==> config.mk <==
export PLATFORM = sky130hd
export DESIGN_NAME = multicycle_ctrl_flat
export DESIGN_NICKNAME = d
export VERILOG_FILES = /design/src/rtl/multicycle_ctrl_pkg.sv /design/src/rtl/multicycle_ctrl_if.sv /design/src/rtl/multicycle_ctrl_wait_timer.sv /design/src/rtl/multicycle_ctrl.sv /design/src/flat_wrapper.sv
export SDC_FILE = /design/constraint.sdc
export NUM_CORES = 1
export LEC_CHECK = 0
export CORE_MARGIN = 4
export CORE_UTILIZATION = 30
export CTS_CLUSTER_DIAMETER = 150
export DETAILED_ROUTE_END_ITERATION = 10
export PLACE_DENSITY = 0.67
export SETUP_SLACK_MARGIN = 0.4
export SLEW_MARGIN = 20
export SYNTH_ARGS = -nofsm -noshare
export SYNTH_HDL_FRONTEND = slang
export SYNTH_SLANG_ARGS = --single-unit
export TNS_END_PERCENT = 30
==> constraint.sdc <==
create_clock -name clk -period 4.1 [get_ports clk]
set_input_delay 0.82 -clock clk [delete_from_list [all_inputs] [get_ports clk]]
set_output_delay 0.82 -clock clk [all_outputs]
set_load 0.005 [all_outputs]
==> src/rtl/multicycle_ctrl_pkg.sv <==
// Shared type and opcode definitions for the multi-cycle RISC-V control unit.
// Adds lui/jal opcodes, pc/result source selects and the controller state set.
package multicycle_ctrl_pkg;

   typedef enum logic [2:0] {
      ST_IDLE,
      ST_FETCH,
      ST_DECODE,
      ST_EXEC,
      ST_MEM,
      ST_WB,
      ST_TRAP
   } ctrl_state_t;

   typedef enum logic [6:0] {
      OP_LW   = 7'b0000011,
      OP_ADDI = 7'b0010011,
      OP_SW   = 7'b0100011,
      OP_LUI  = 7'b0110111,
      OP_BNE  = 7'b1100011,
      OP_JAL  = 7'b1101111
   } opcode_t;

   typedef enum logic [2:0] {
      ALU_SUM = 3'b000,
      ALU_SUB = 3'b001
   } alu_ctrl_t;

   typedef enum logic [2:0] {
      FMT_IMM    = 3'd0,
      FMT_UPPER  = 3'd1,
      FMT_STORE  = 3'd2,
      FMT_BRANCH = 3'd3,
      FMT_JUMP   = 3'd4
   } instr_format_t;

   typedef enum logic [1:0] {
      PC_PLUS4  = 2'd0,
      PC_TARGET = 2'd1
   } pc_src_t;

   typedef enum logic [1:0] {
      RES_ALU = 2'd0,
      RES_MEM = 2'd1,
      RES_PC4 = 2'd2,
      RES_IMM = 2'd3
   } result_src_t;

   function automatic logic is_legal(input logic [6:0] op);
      case (op)
         OP_LW, OP_ADDI, OP_SW, OP_LUI, OP_BNE, OP_JAL: return 1'b1;
         default:                                       return 1'b0;
      endcase
   endfunction

endpackage

==> src/rtl/multicycle_ctrl_if.sv <==
// Instruction- and data-memory request/acknowledge handshakes of the controller.
interface multicycle_ctrl_if;

   logic instr_req;
   logic instr_valid;
   logic mem_req;
   logic mem_we;
   logic mem_ack;

   modport master (
      output instr_req, mem_req, mem_we,
      input  instr_valid, mem_ack
   );

   modport slave (
      input  instr_req, mem_req, mem_we,
      output instr_valid, mem_ack
   );

endinterface

==> src/rtl/multicycle_ctrl_wait_timer.sv <==
// Counts consecutive unacknowledged memory-wait cycles; expired flags the
// TIMEOUT-th such cycle while it is happening.
module wait_timer #(
   parameter int TIMEOUT = 15
) (
   input  logic clk,
   input  logic rst,
   input  logic clear,
   input  logic count_en,
   output logic expired
);

   logic [7:0] count;

   always_ff @(posedge clk or posedge rst) begin
      if (rst) begin
         count <= '0;
      end else if (clear) begin
         count <= '0;
      end else if (count_en) begin
         count <= count + 8'd1;
      end
   end

   assign expired = count_en && (count == 8'(TIMEOUT - 1));

endmodule

==> src/rtl/multicycle_ctrl.sv <==
// Multi-cycle control unit: FETCH/DECODE/EXEC/MEM/WB sequencing with
// handshaked memories, wait timeout, sticky trap and retired counter.
module multicycle_ctrl
   import multicycle_ctrl_pkg::*;
#(
   parameter int DATA_WIDTH = 32,
   parameter int ALU_WIDTH  = 3,
   parameter int IMM_WIDTH  = 3,
   parameter int TIMEOUT    = 15,
   parameter int CNT_WIDTH  = 16
) (
   input  logic                  clk,
   input  logic                  rst,
   input  logic [DATA_WIDTH-1:0] instr,
   input  logic                  eq,
   multicycle_ctrl_if.master     bus,
   output logic                  ir_en,
   output logic [ALU_WIDTH-1:0]  alu_ctrl,
   output logic                  alu_src,
   output logic [IMM_WIDTH-1:0]  imm_src,
   output logic [1:0]            result_src,
   output logic                  reg_we,
   output logic                  pc_en,
   output logic [1:0]            pc_src,
   output logic                  trap,
   output logic                  timeout,
   output logic [CNT_WIDTH-1:0]  retired
);

   ctrl_state_t state, next_state;
   logic [6:0]  opcode;
   logic        waiting, ack, timer_expired, timeout_q;
   logic        unused_instr_bits;

   assign opcode            = instr[6:0];
   assign unused_instr_bits = ^instr[DATA_WIDTH-1:7];

   assign waiting = (state == ST_FETCH) || (state == ST_MEM);
   assign ack     = (state == ST_FETCH) ? bus.instr_valid : bus.mem_ack;

   wait_timer #(.TIMEOUT(TIMEOUT)) u_wait_timer (
      .clk      (clk),
      .rst      (rst),
      .clear    (!(waiting && !ack)),
      .count_en (waiting && !ack),
      .expired  (timer_expired)
   );

   // The timeout flag only latches on an expiry, which always sends the FSM to TRAP.
   always_ff @(posedge clk or posedge rst) begin
      if (rst) begin
         state     <= ST_IDLE;
         retired   <= '0;
         timeout_q <= 1'b0;
      end else begin
         state <= next_state;
         if (pc_en) retired <= retired + CNT_WIDTH'(1);
         if (timer_expired) timeout_q <= 1'b1;
      end
   end

   assign trap    = (state == ST_TRAP);
   assign timeout = timeout_q;

   always_comb begin
      next_state    = state;
      bus.instr_req = 1'b0;
      bus.mem_req   = 1'b0;
      bus.mem_we    = 1'b0;
      ir_en         = 1'b0;
      alu_ctrl      = '0;
      alu_src       = 1'b0;
      imm_src       = '0;
      result_src    = RES_ALU;
      reg_we        = 1'b0;
      pc_en         = 1'b0;
      pc_src        = PC_PLUS4;
      case (state)
         ST_IDLE: next_state = ST_FETCH;
         ST_FETCH: begin
            bus.instr_req = 1'b1;
            if (bus.instr_valid) begin
               ir_en      = 1'b1;
               next_state = ST_DECODE;
            end else if (timer_expired) begin
               next_state = ST_TRAP;
            end
         end
         ST_DECODE: next_state = is_legal(opcode) ? ST_EXEC : ST_TRAP;
         ST_EXEC: begin
            case (opcode)
               OP_ADDI: begin
                  alu_ctrl   = ALU_WIDTH'(ALU_SUM);
                  alu_src    = 1'b1;
                  imm_src    = IMM_WIDTH'(FMT_IMM);
                  next_state = ST_WB;
               end
               OP_LUI: begin
                  imm_src    = IMM_WIDTH'(FMT_UPPER);
                  next_state = ST_WB;
               end
               OP_BNE: begin
                  alu_ctrl   = ALU_WIDTH'(ALU_SUB);
                  imm_src    = IMM_WIDTH'(FMT_BRANCH);
                  pc_en      = 1'b1;
                  pc_src     = eq ? PC_PLUS4 : PC_TARGET;
                  next_state = ST_FETCH;
               end
               OP_JAL: begin
                  imm_src    = IMM_WIDTH'(FMT_JUMP);
                  result_src = RES_PC4;
                  reg_we     = 1'b1;
                  pc_en      = 1'b1;
                  pc_src     = PC_TARGET;
                  next_state = ST_FETCH;
               end
               OP_LW, OP_SW: begin
                  alu_ctrl   = ALU_WIDTH'(ALU_SUM);
                  alu_src    = 1'b1;
                  imm_src    = (opcode == OP_SW) ? IMM_WIDTH'(FMT_STORE) : IMM_WIDTH'(FMT_IMM);
                  next_state = ST_MEM;
               end
               default: next_state = ST_TRAP;
            endcase
         end
         ST_MEM: begin
            bus.mem_req = 1'b1;
            bus.mem_we  = (opcode == OP_SW);
            if (bus.mem_ack) begin
               if (opcode == OP_SW) begin
                  pc_en      = 1'b1;
                  next_state = ST_FETCH;
               end else begin
                  next_state = ST_WB;
               end
            end else if (timer_expired) begin
               next_state = ST_TRAP;
            end
         end
         ST_WB: begin
            reg_we     = 1'b1;
            pc_en      = 1'b1;
            next_state = ST_FETCH;
            case (opcode)
               OP_LW:   result_src = RES_MEM;
               OP_LUI:  result_src = RES_IMM;
               default: result_src = RES_ALU;
            endcase
         end
         ST_TRAP: next_state = ST_TRAP;
         default: next_state = ST_IDLE;
      endcase
   end

endmodule

==> src/flat_wrapper.sv <==
// flat-port wrapper written by rule: the top's interface ports become plain ports
module multicycle_ctrl_flat import multicycle_ctrl_pkg::*;
#(
   parameter int DATA_WIDTH = 32,
   parameter int ALU_WIDTH  = 3,
   parameter int IMM_WIDTH  = 3,
   parameter int TIMEOUT    = 15,
   parameter int CNT_WIDTH  = 16
)
  (clk, rst, instr, eq, ir_en, alu_ctrl, alu_src, imm_src, result_src, reg_we, pc_en, pc_src, trap, timeout, retired, bus_instr_req, bus_mem_req, bus_mem_we, bus_instr_valid, bus_mem_ack);
  multicycle_ctrl_if bus_i ();
  input  logic clk;
  input  logic rst;
  input  logic [DATA_WIDTH-1:0] instr;
  input  logic eq;
  output logic ir_en;
  output logic [ALU_WIDTH-1:0] alu_ctrl;
  output logic alu_src;
  output logic [IMM_WIDTH-1:0] imm_src;
  output logic [1:0] result_src;
  output logic reg_we;
  output logic pc_en;
  output logic [1:0] pc_src;
  output logic trap;
  output logic timeout;
  output logic [CNT_WIDTH-1:0] retired;
  output wire logic [$bits(bus_i.instr_req)-1:0] bus_instr_req;
  output wire logic [$bits(bus_i.mem_req)-1:0] bus_mem_req;
  output wire logic [$bits(bus_i.mem_we)-1:0] bus_mem_we;
  input wire logic [$bits(bus_i.instr_valid)-1:0] bus_instr_valid;
  input wire logic [$bits(bus_i.mem_ack)-1:0] bus_mem_ack;
  assign bus_instr_req = bus_i.instr_req;
  assign bus_mem_req = bus_i.mem_req;
  assign bus_mem_we = bus_i.mem_we;
  assign bus_i.instr_valid = bus_instr_valid;
  assign bus_i.mem_ack = bus_mem_ack;
  multicycle_ctrl #(.DATA_WIDTH(DATA_WIDTH), .ALU_WIDTH(ALU_WIDTH), .IMM_WIDTH(IMM_WIDTH), .TIMEOUT(TIMEOUT), .CNT_WIDTH(CNT_WIDTH)) u_core (.clk(clk), .rst(rst), .instr(instr), .eq(eq), .bus(bus_i), .ir_en(ir_en), .alu_ctrl(alu_ctrl), .alu_src(alu_src), .imm_src(imm_src), .result_src(result_src), .reg_we(reg_we), .pc_en(pc_en), .pc_src(pc_src), .trap(trap), .timeout(timeout), .retired(retired));
endmodule
# Yosys cells after proc, flatten, opt, wreduce, memory -nomap -nowiden
# Cells that the tools add are included.
# word_totals
input_bits,37
register_bits,28
# classes
n_eq_ne,13
n_reduce_logical,11
n_mux,35
n_addsub,2
# ops
cell,count
$mux 3,7
$pmux 3 s6,1
$add 16x1->16 const B,1
$mux 1,16
$eq 7x6->1 const B,2
$eq 7x7->1 const B,2
$pmux 2 s2,3
$pmux 3 s4,1
$eq 3x3->1 const B,3
$pmux 3 s3,1
$add 8x1->8 const B,1
$eq 8x4->1 const B,1
$mux 8,1
$reduce_or 2->1,4
$eq 7x2->1 const B,1
$eq 7x5->1 const B,1
$eq 3x2->1 const B,2
$mux 2,3
$reduce_or 6->1,1
$eq 3x1->1 const B,1
$logic_not 3->1,1
$pmux 1 s3,1
$reduce_or 3->1,1
$logic_and 1x1->1,2
3 further kinds,3

# Depth between registers and ports, before layout
# Gate-level depths: netlist (run 1).
# logic_depth
ltp_word,8
ltp_mapped,7
ltp_nobuf,6

# Modules after synthesis
# From an unflattened synthesis (run 1), not the netlist that was laid out.
# hier_totals
hier_cells,192
area_unflattened_um2,1754.2
# modules_own_cells
module,cells_each,n_inst,area_per_inst_um2
multicycle_ctrl,149,1,1328.8
wait_timer,43,1,425.4

# Least setup slack after synthesis (run 1)
# Ideal clock, no wire load.
# synth_timing
kind,input to output
from,input port instr[3]
to,output port pc_en
stages,5
arrival_ns,1.914
setup_slack_ns,1.366
t_required_ns,3.280
path_cell_list,or2_1 > buf_2 > a2111o_1 > a21bo_4 > buf_6
# synth_between
elab_chain_len,4
elab_cells_between_ends,8
# synth_rtl
element,line,source
"start, declared",flat_wrapper.sv:14,input logic [DATA_WIDTH-1:0] instr;
$eq 7x6->1 or $eq 7x7->1 (tied branches),"multicycle_ctrl.sv:130, multicycle_ctrl.sv:91",
$mux 1 or $reduce_or 2->1 (tied branches),--,
$mux 1 (on tied branches),"multicycle_ctrl.sv:129, multicycle_ctrl.sv:91",
$pmux 1 s3 (*),multicycle_ctrl.sv:78,case (state)
"end, declared",flat_wrapper.sv:22,output logic pc_en;
# Mark *: on every way between the ends. The rest lies on a longest branch, timed or not.

# Worst setup path after layout (run 1)
# layout_timing
from,input port instr[2]
to,output port imm_src[0]
# layout_between
elab_chain_len,4
elab_cells_between_ends,8
# layout_rtl
element,line,source
$eq 7x2->1 or $eq 7x6->1 (tied branches),multicycle_ctrl.sv:91,case (opcode)
$reduce_or 2->1,multicycle_ctrl.sv:91,
$pmux 3 s4 (*),multicycle_ctrl.sv:91,
$mux 3 (*),multicycle_ctrl.sv:78,
"end, declared",flat_wrapper.sv:19,output logic [IMM_WIDTH-1:0] imm_src;
# Marks and branches as above.

==> key figures, run 1 <==
Final layout
  • FF/Latch Area: about 700 um^2
  • P&R area growth vs syn: 33.09%
  • Share of cells above drive strength 1: 0.09375
  • Non-filler instance count after layout: around 300
  • Antenna cells: 0
  • Fillers: 567
  • Layout Nets: 265
  • Multi-input logic area: 905.9 um^2
  • Final core occ: 0.4102
  • Final Cell Area: 2245 um^2

Floorplanning
  • Num rows: 27
  • CORE AREA: 5473 um^2
  • # IOs: 72
  • Die H: 82.98 um
  • DIE WIDTH: 82.98 um
  • Die area: 6886 um^2
  • Starting Density: 0.3082

Routing
  • DRC: 0
  • Via count: 1452
  • 1st-iter DRT viols: 44
  • DRT Wirelength: between 3000 and 4000 um
  • Post-DR vias/cell: 4.905
  • Routed len/inst: 12.77 um
  • DRT antenna net count: 0
  • Pre-antenna DRT Iters: 4

STA
  • Layout Skew: 3.261 ps
  • Final Slew Violations: 0
  • Slew HR: 0.6000
  • Crit path time final: 3619 ps
  • Final-report hold violation count: 0
  • Final setup TNS: 0 ps
  • Final WS setup: 481.3 ps
  • Setup violators final: 0
  • Maximum clock frequency: 0.2763 GHz
  • Worst-margin pin slew: 596.0 ps
  • Final hold slack: 470.0 ps
  • Crit share post-route: 0.8826
  • Unrepaired setup endpoints after global routing: false

Setup path
  • Critical path fanouts, max: 5
  • Setup crit end kind: primary output
  • Worst path slowest cell: clkdlybuf4s50_1
  • Required @ worst endpoint: 3280 ps
  • CP Cell Sequence: clkdlybuf4s50_1, buf_4, or3b_2, a21o_2, nor2_1, clkdlybuf4s50_1
  • Delay-heaviest family, CP: buffers and inverters
  • CP Depth: 6
  • CP bufs+invs: 3
  • Startpoint Class: input pin
  • CP most frequent cell: clkdlybuf4s50_1
  • Worst path max stage delay: between 500 and 600 ps
  • Crit Path Class: in -> out
  • Reg2Reg Depth: 5
  • CP Data Arrival Time: around 2800 ps

Global routing
  • GRT Overall Usage: 0.1131
  • Overflow after GRT: 0
  • Pin count of the biggest net entering global routing: 29
  • Initial antenna violation count: 0
  • Vias in the first global route: 1422
  • First-pass GRT wire length: 6686 um

Clock network
  • CTS Buffer Depth: 2
  • # hold bufs at CTS: 0
  • CTS sink count: 28
  • TritonCTS clock tree: built
  • Clk slew on worst S/H paths: 90 ps
  • CTS H-tree depth: 1
  • Clock Latency Late Sink: 270 ps
  • CTS Buf Count: 3
  • CTS Root Buffer Type: clkbuf_8

Placed design
  • Port bufs: 43
  • Pre-CTS setup slack: 263.6 ps
  • Detail Placement HPWL: ~2900 um
  • Cells after DPL: slightly below 300
  • Routability congestion estimate: slightly below 0.8
  • DP Area: 2177 um^2

Logic synthesis
  • Post-Syn Instances: 178
  • Most frequent cell after synthesis: dfrtp_1
  • Area leader, netlist: dfrtp_1
  • Syn avg cell area: 9.475 um^2
  • Mapped Area: 1687 um^2
  • Post-synthesis sequential area ratio: 0.4154
  • Synth Register Bits: 28
  • Ys async rst share: 1.000
  • Number of synthesized flops with an enable pin: 0
  • Commonest cells in the netlist: dfrtp_1 (28), nor2_1 (19), xnor2_1 (10), xor2_1 (10)
  • Top FF cell, synth: dfrtp_1
  • Yosys warns: 0
  • Synth top area cells: dfrtp_1 (42%), xnor2_1 (5.2%), xor2_1 (5.2%)
  • Synth top area share: 0.4154
  • Distinct cells, synth: 47

Min path
  • Hold Path Depth: 1
  • Worst Hold Class: reg -> reg

Status
  • Run status: finished clean

Power and ir drop
  • Max rail drop VDD: 259.8 uV
  • Leakage: 0.9367 nW
  • Pwr Density: 386.8 nW/um^2
  • Total chip power: 0.8683 mW

Job
  • Max-Cap Viols: 0
## final timing paths
check	startpoint	endpoint	slack [ps]
min in group asynchronous	rst	u_core.retired[3]	910
worst max register to register	u_core.state[0]	u_core.retired[1]	1960
worst min register to register	u_core.retired[15]	u_core.retired[15]	470
worst min-delay path	u_core.retired[15]	u_core.retired[15]	470
worst max-delay path	instr[2]	imm_src[0]	480
max in group asynchronous	rst	u_core.state[2]	2810
## cells in the final DEF, fill, tap and decap left out, types with 2 or more instances in the layout
cell type / count
nand2b_1: 4
clkdlybuf4s50_1: 42
inv_1: 3
xor2_1: 10
and2_1: 3
nand2_1: 9
conb_1: 3
o221ai_1: 2
nand4_1: 9
nor3_1: 4
and2b_2: 2
or3_1: 2
o21ai_0: 7
nor3b_1: 2
clkbuf_8: 4
nand3b_1: 2
a221oi_1: 2
a21oi_1: 4
and3_1: 6
nor2b_1: 5
nand3_1: 8
a211oi_1: 5
xnor2_1: 10
nor2_1: 19
ha_1: 3
buf_4: 6
dfrtp_1: 28
## timing repair
action                                  in CTS  in global routing
gates resized for setup                      1                  1
buffers inserted                             1                  0
endpoints found under the setup margin       1                  1
## registers in the layout, indices dropped and copies added (netlist names)
name and count:
u_core.retired 16, u_core.state 3, u_core.timeout 1, u_core.u_wait_timer.count 8
## logic make-up (layout without fill, tap and decap cells)
family,count (synthesis),in the layout,share of synthesized area
AO/OA/AOI/OAI,30,30,0.1291
XOR/XNOR,20,20,0.1039
adder cells (fa/ha/maj),3,3,0.02226
buffers and inverters,13,57,0.05340
flip-flops,28,28,0.4154
multiplexers,2,2,0.01261
other,1,3,0.002223
AND/OR/NAND/NOR,81,81,0.2611
## layout make-up
cell class | count | share of cell area
Inverter | 4 | 0.006689
Clock buffer | 4 | 0.02453
Sequential cell | 28 | 0.3122
Timing Repair Buffer | 49 | 0.2129
Tap cell | 72 | 0.04013
Multi-Input combinational cell | 139 | 0.4036
## metal layers
metal,global-route usage,vias up,part of all wire
li1,-,719,-
met1,0.1638,685,0.51
met2,0.1662,44,0.42
met3,0.02282,4,0.055
met4,0.04012,0,0.013
met5,0,-,0
## where the power goes
group          switching [mW]  internal [mW]
combinational           0.136          0.173
clock                  0.0840         0.0860
sequential             0.0719          0.318
No activity file was read; power rests on OpenSTA's default activity.
==> run 2: changes to the inputs <==
--- a/config.mk
+++ b/config.mk
@@ -5,11 +5,14 @@
 export SDC_FILE = /design/constraint.sdc
 export NUM_CORES = 1
 export LEC_CHECK = 0
+export ABC_AREA = 1
 export CORE_MARGIN = 4
 export CORE_UTILIZATION = 30
+export CTS_BUF_LIST = sky130_fd_sc_hd__clkbuf_16
 export CTS_CLUSTER_DIAMETER = 150
 export DETAILED_ROUTE_END_ITERATION = 10
-export PLACE_DENSITY = 0.67
+export HOLD_SLACK_MARGIN = 0.1
+export PLACE_DENSITY = 0.64
 export SETUP_SLACK_MARGIN = 0.4
 export SLEW_MARGIN = 20
 export SYNTH_ARGS = -nofsm -noshare
==> run 2 against run 1 <==
Against the previous run: wire length is 23% higher; core utilization is 0.85 points lower; clock-buffer cell count is 1 lower; cell area is 22% higher; cell count is 47% higher; sequential share of layout area is 5.5 points lower; flip-flop and latch count stayed put; critical path depth is 1 higher; setup slack better by 110 ps.
==> key figures, run 2 <==
STA
  • Final-report hold violation count: 0
  • Final Slew Violations: 0
  • Unrepaired setup endpoints after global routing: false
  • Slew HR: 0.6678
  • Worst-margin pin slew: 493.1 ps
  • Final setup TNS: 0 ps
  • Maximum clock frequency: 0.2851 GHz
  • Layout Skew: 3.149 ps
  • Setup violators final: 0
  • Crit share post-route: 0.8554
  • Crit path time final: 3507 ps

Placed design
  • Routability congestion estimate: 0.8636
  • Detail Placement HPWL: 3527 um
  • Cells after DPL: 430
  • Port bufs: 43

Final layout
  • P&R area growth vs syn: 29.59%
  • Leading cell type in the layout, fill and taps excluded: nand2_1
  • Share of cells above drive strength 1: 0.1154
  • Max reg flops: 16
  • Layout Nets: about 380
  • Leading registers by flop count: u_core.retired (16), u_core.u_wait_timer.count (8), u_core.state (3)
  • Non-filler instance count after layout: 434
  • Largest reg by FF count: u_core.retired
  • Commonest cells after routing, fill and taps aside: nand2_1 (72), nor2_1 (47), clkdlybuf4s50_1 (43)
  • Antenna cells: 0

Setup path
  • Crit Path Class: in -> out
  • Critical path fanouts, max: 17
  • Reg2reg end: u_core.retired[13]
  • Startpoint Class: input pin
  • CP Data Arrival Time: about 2700 ps
  • Flop-to-flop setup slack: 2250 ps
  • CP startpoint: instr[4]
  • FF-to-FF Start: u_core.state[1]
  • Reg2Reg Depth: 8
  • Required @ worst endpoint: 3280 ps
  • Setup crit end kind: primary output

Logic synthesis
  • Synth top area share: 0.3327
  • Post-synthesis sequential area ratio: 0.3327
  • Number of synthesized flops with an enable pin: 0
  • Ys async rst share: 1.000
  • Post-synthesis compound-gate area fraction: 0.03922
  • Area share of fa/ha/maj cells after synthesis: 0.01783
  • Distinct cells, synth: 30
  • Top FF cell, synth: dfrtp_1
  • Syn avg cell area: 7.187 um^2
  • Synth Area in XOR/XNOR: 0.04159
  • Commonest cells in the netlist: nand2_1 (72), nor2_1 (47), nand3_1 (34)
  • Yosys warns: 0
  • Synth top area cells: dfrtp_1 (33%), nand2_1 (13%), nor2_1 (8.4%)
  • Most frequent cell after synthesis: nand2_1
  • Post-synthesis mux area share: 0
  • Post-Syn Instances: just under 300
  • Synth Register Bits: 28
  • Mapped Area: 2106 um^2
  • Largest family of logic cells by synthesized area: simple AND/OR/NAND/NOR gates
  • Area leader, netlist: dfrtp_1
  • Simple-Gate Fraction of Synth Area: 0.4753

Routing
  • Pre-antenna DRT Iters: 5
  • DRT Wirelength: 4656 um
  • Routed len/inst: roughly 11 um
  • DRC: 0
  • Via count: between 1500 and 2000
  • Post-DR vias/cell: 4.387
  • 1st-iter DRT viols: 57
  • DRT antenna net count: 0

Floorplanning
  • Die area: between 8000 and 9000 um^2
  • Starting Density: 0.3099
  • # IOs: between 70 and 80
  • DIE WIDTH: ~92 um
  • CORE AREA: slightly below 7000 um^2
  • Num rows: 30
  • Die H: 91.78 um

Global routing
  • GR Layer Usage met1: 0.1411
  • First-pass GRT wire length: 7948 um
  • Met2 Usage GRT: 0.1972
  • Grt met3 use: 0.02543
  • GRT busiest layer: met2
  • Initial antenna violation count: 0
  • GRT Overall Usage: 0.1118
  • Overflow after GRT: 0
  • Vias in the first global route: 1764
  • Pin count of the biggest net entering global routing: 29

Min path
  • Hold Crit Start: u_core.timeout
  • Worst Hold Class: reg -> reg
  • Hold path endpoint: u_core.timeout
  • Hold Path Depth: 2

Power and ir drop
  • Pwr Density: 390.7 nW/um^2
  • Leakage: 1.407 nW
  • Max rail drop VDD: 289.9 uV

Clock network
  • Clock Latency Late Sink: 260 ps
  • CTS Root Buffer Type: clkbuf_16
  • CTS Buffer Depth: 2
  • Post-CTS Setup Inserts: 0
  • Clk slew on worst S/H paths: 70 ps
  • CTS resizes: 0
  • TritonCTS clock tree: built
  • CTS sink count: 28
  • CTS Buf Count: 3
  • # hold bufs at CTS: 0
  • CTS H-tree depth: 1

Job
  • Max-Cap Viols: 0

Status
  • Run status: finished clean
[run 2: cell types whose count changed after synthesis, sizes merged, moves of 3 or more]
cell | previous run | this run
inv | 4 | 36
xnor2 | 10 | 7
nor2 | 19 | 51
nand2 | 9 | 96
and3 | 7 | 0
nand3 | 8 | 35
nand4 | 9 | 4
a211oi | 5 | 0
a21oi | 4 | 8
xor2 | 10 | 3
nor2b | 5 | 0
nand2b | 4 | 0
[run 2: critical path, stage by stage]
cell             delay, ps
clkdlybuf4s50_1        490
inv_2                   80
nand2_2                 70
nor2_1                 220
nand4_4                330
nand2_8                160
clkdlybuf4s50_1        500
[run 2: layout make-up]
type | instances | area [um^2]
fill | 691 | 4065
multi-input combinational | 225 | 1220
sequential | 28 | 700.7
timing repair buffer | 45 | 445.4
inverter | 36 | 137.6
tap | 96 | 120.1
clock buffer | 3 | 75.07
clock inverter | 1 | 30.03
[run 2: worst max-delay path by stage]
stage / end / cells after the start / slack (ps)
2_1_floorplan: pc_en / 8 / 1620
3_3_place_gp: pc_en / 7 / 580
3_5_place_dp: pc_en / 7 / 580
4_1_cts: pc_en / 7 / 570
5_1_grt: pc_en / 7 / 520
6_report: pc_en / 7 / 590
[run 2: metrics by stage]
step | instance area, um^2 | util | power (mW) | setup WS, ps | hold slack [ps]
floorplan | 2113 | - | 0.6469 | 1615 | 452.4
global placement | 2624 | 0.3862 | 0.7750 | 579.3 | 454.6
detailed placement | 2624 | 0.3862 | 0.7800 | 578.3 | 454.3
CTS | 2729 | 0.4017 | 1.077 | 568.5 | 480.6
global route | 2729 | 0.4017 | 1.133 | 516.8 | 510.2
finish | 2729 | 0.4017 | 1.066 | 592.7 | 473.4
[run 2: cells by family after synthesis]
group                    Yosys count
AO/OA/AOI/OAI                     16
XOR/XNOR                          10
adder cells (fa/ha/maj)            3
buffers and inverters             42
flip-flops                        28
other                              1
AND/OR/NAND/NOR                  193
[run 2: power breakdown]
group / internal (mW) / switching (mW) / total [mW] / leakage, nW
sequential: 0.315 / 0.0525 / 0.367 / 0.376
combinational: 0.171 / 0.234 / 0.405 / 0.980
clock: 0.195 / 0.0992 / 0.294 / 0.0511
[run 2: per-layer routing]
metal,vias to the layer above,wire length (um)
met1,859,2127
met5,-,0
met2,36,2313
li1,1005,-
met3,4,187
met4,0,28
==> run 3: changes to the inputs <==
--- a/config.mk
+++ b/config.mk
@@ -17,5 +17,6 @@
 export SLEW_MARGIN = 20
 export SYNTH_ARGS = -nofsm -noshare
 export SYNTH_HDL_FRONTEND = slang
+export SYNTH_HIERARCHICAL = 1
 export SYNTH_SLANG_ARGS = --single-unit
 export TNS_END_PERCENT = 30
==> run 3 against run 2 <==
Against the previous run: area after synthesis fell by 3.4%; highest routed layer unchanged; global-route usage rose by 0.82 points; combinational power rose by 4%; clock-buffer cell count did not move; die area fell by 3.1%.
==> key figures, run 3 <==
Global routing
  • Vias in the first global route: 1861
  • GR Layer Usage met1: 0.1521
  • Initial antenna violation count: 0
  • GRT Overall Usage: 0.1200
  • Grt met3 use: 0.02417
  • Met2 Usage GRT: 0.2134
  • Pin count of the biggest net entering global routing: 21
  • First-pass GRT wire length: around 8400 um
  • GRT busiest layer: met2
  • Overflow after GRT: 0

Floorplanning
  • Die area: 8163 um^2
  • CORE AREA: ~6500 um^2
  • Starting Density: 0.3150
  • # IOs: 72
  • DIE WIDTH: 90.35 um
  • Num rows: 29
  • Die H: 90.35 um

STA
  • Layout Skew: approximately 7.5 ps
  • Maximum clock frequency: approximately 0.28 GHz
  • Final Slew Violations: 0
  • Crit share post-route: 0.8580
  • Unrepaired setup endpoints after global routing: false
  • Final WS setup: 582.2 ps
  • Crit path time final: 3518 ps
  • Final-report hold violation count: 0
  • Slew HR: 0.4747
  • Final hold slack: 495.4 ps
  • Setup violators final: 0
  • Final setup TNS: 0 ps
  • Worst-margin pin slew: between 700 and 800 ps

Logic synthesis
  • Post-synthesis sequential area ratio: 0.3444
  • Mapped Area: 2034 um^2
  • Post-Syn Instances: 300
  • Area leader, netlist: dfrtp_1
  • Ys async rst share: 1.000
  • Synth top area share: 0.3444
  • Synth Register Bits: 28
  • Most frequent cell after synthesis: nand2_1
  • Number of synthesized flops with an enable pin: 0
  • Top FF cell, synth: dfrtp_1
  • Synth top area cells: dfrtp_1 (34%), nand2_1 (18%), nand3_1 (7.6%)
  • Distinct cells, synth: 31
  • Commonest cells in the netlist: nand2_1 (100), nor2_1 (36), inv_1 (31), nand3_1 (31), dfrtp_1 (28)
  • Syn avg cell area: 6.782 um^2
  • Yosys warns: 6

Final layout
  • Leading registers by flop count: u_core/retired (16), u_core/u_wait_timer/count (8), u_core/state (3)
  • Antenna cells: 0
  • Commonest cells after routing, fill and taps aside: nand2_1 (100), clkdlybuf4s50_1 (43), nor2_1 (35)
  • Share of cells above drive strength 1: 0.08140
  • Max reg flops: 16
  • Fillers: between 600 and 700
  • Leading cell type in the layout, fill and taps excluded: nand2_1
  • Largest reg by FF count: u_core/retired
  • Layout Nets: about 390
  • P&R area growth vs syn: 29.70%

Placed design
  • Pre-CTS setup slack: 555.0 ps
  • Routability congestion estimate: 0.8459
  • Port bufs: 43
  • Detail Placement HPWL: 3773 um

Status
  • Run status: finished clean

Setup path
  • CP startpoint: instr[4]
  • Worst path max stage delay: between 500 and 600 ps
  • Setup crit end kind: primary output
  • Startpoint Class: input pin
  • Worst path slowest cell: clkdlybuf4s50_1
  • Critical path fanouts, max: 17
  • FF-to-FF Start: u_core/state[0]
  • CP Cell Sequence: clkdlybuf4s50_1, inv_2, nand2_1, nor2_2, nand3_1, nand2_2, nor2_4, nand2_4, clkdlybuf4s50_1
  • CP most frequent cell: clkdlybuf4s50_1
  • CP Data Arrival Time: 2700 ps
  • Crit Path Class: in -> out
  • Required @ worst endpoint: approximately 3300 ps

Clock network
  • Clock Latency Late Sink: about 260 ps
  • CTS Root Buffer Type: clkbuf_16
  • CTS sink count: 28
  • CTS Buffer Depth: 2
  • Post-CTS Setup Inserts: 0
  • CTS H-tree depth: 1
  • CTS Buf Count: 3
  • TritonCTS clock tree: built
  • Clk slew on worst S/H paths: around 60 ps

Routing
  • Routed len/inst: around 12 um
  • Via count: 2019
  • Pre-antenna DRT Iters: 4
  • DRT Wirelength: 4861 um
  • 1st-iter DRT viols: 157
  • DRT antenna net count: 0
  • Post-DR vias/cell: 4.796
  • DRC: 0

Power and ir drop
  • Pwr Density: about 400 nW/um^2
  • Leakage: 1.211 nW
  • Max rail drop VDD: around 270 uV

Min path
  • Worst Hold Class: reg -> reg
  • Hold Crit Start: u_core/timeout

Job
  • Max-Cap Viols: 0
==> run 3: final cells by class <==
| type | count | area [um^2] | share of cell area |
|---|---|---|---|
| Multi-Input combinational cell | 232 | 1164 | 0.4410 |
| Timing Repair Buffer | 44 | 437.9 | 0.1660 |
| Clock buffer | 3 | 75.07 | 0.02845 |
| Inverter | 36 | 135.1 | 0.05121 |
| Clock inverter | 1 | 30.03 | 0.01138 |
| Sequential cell | 28 | 700.7 | 0.2655 |
| Tap cell | 77 | 96.34 | 0.03651 |
==> run 3: logic make-up after synthesis <==
logic type      count (synthesis)  share of synthesized area
buf+inv                        42                    0.09101
fa+ha+maj                       3                    0.01845
xor+xnor                       10                    0.04305
flops                          28                     0.3444
simple gates                  198                     0.4570
compound gates                 18                    0.04428
other cells                     1                   0.001843
==> run 3: per-layer routing <==
metal	wire length [um]	up-vias
met5	0	-
met4	28	0
met3	206	4
met2	2455	40
met1	2169	950
li1	-	1025
==> run 3: worst max-delay path: cells and delay by family <==
| family | cells | cell delay [ps] |
|---|---|---|
| AND/OR/NAND/NOR | 6 | 840 |
| buffers and inverters | 3 | 1040 |
==> run 3: worst paths after layout <==
check / slack (ps) / to / depth (start not counted)
worst max register to register: 1520 / u_core/state[0] / 15
worst min-delay path: 500 / u_core/timeout / 1
worst min register to register: 500 / u_core/timeout / 1
min in group asynchronous: 830 / u_core/u_wait_timer/count[6] / 2
worst max-delay path: 580 / pc_en / 9
max in group asynchronous: 2580 / u_core/state[0] / 2
==> run 3: power breakdown <==
group / switching (mW) / total, mW / leakage [nW] / internal, mW
Clock: 0.0940 / 0.288 / 0.0511 / 0.194
Sequential: 0.0620 / 0.374 / 0.382 / 0.312
Combinational: 0.253 / 0.422 / 0.778 / 0.169
Total: 0.409 / 1.08 / 1.21 / 0.675
==> run 3: timing repair <==
item                                    4_1_cts  5_1_grt
hold endpoints to repair                      0        0
endpoints found under the setup margin        0        1
hold buffers                                  0        0
gates resized for setup                       0        2
==> run 3: stage by stage <==
stage / utilization / instance area (um^2) / std cells / power, mW
after floorplan: - / 2042 / 302 / 0.6516
after global placement: 0.3911 / 2526 / 417 / 0.7936
after detailed placement: 0.3911 / 2526 / 417 / 0.8011
after CTS: 0.4074 / 2631 / 421 / 1.097
after global routing: 0.4086 / 2639 / 421 / 1.162
final: 0.4086 / 2639 / 421 / 1.084
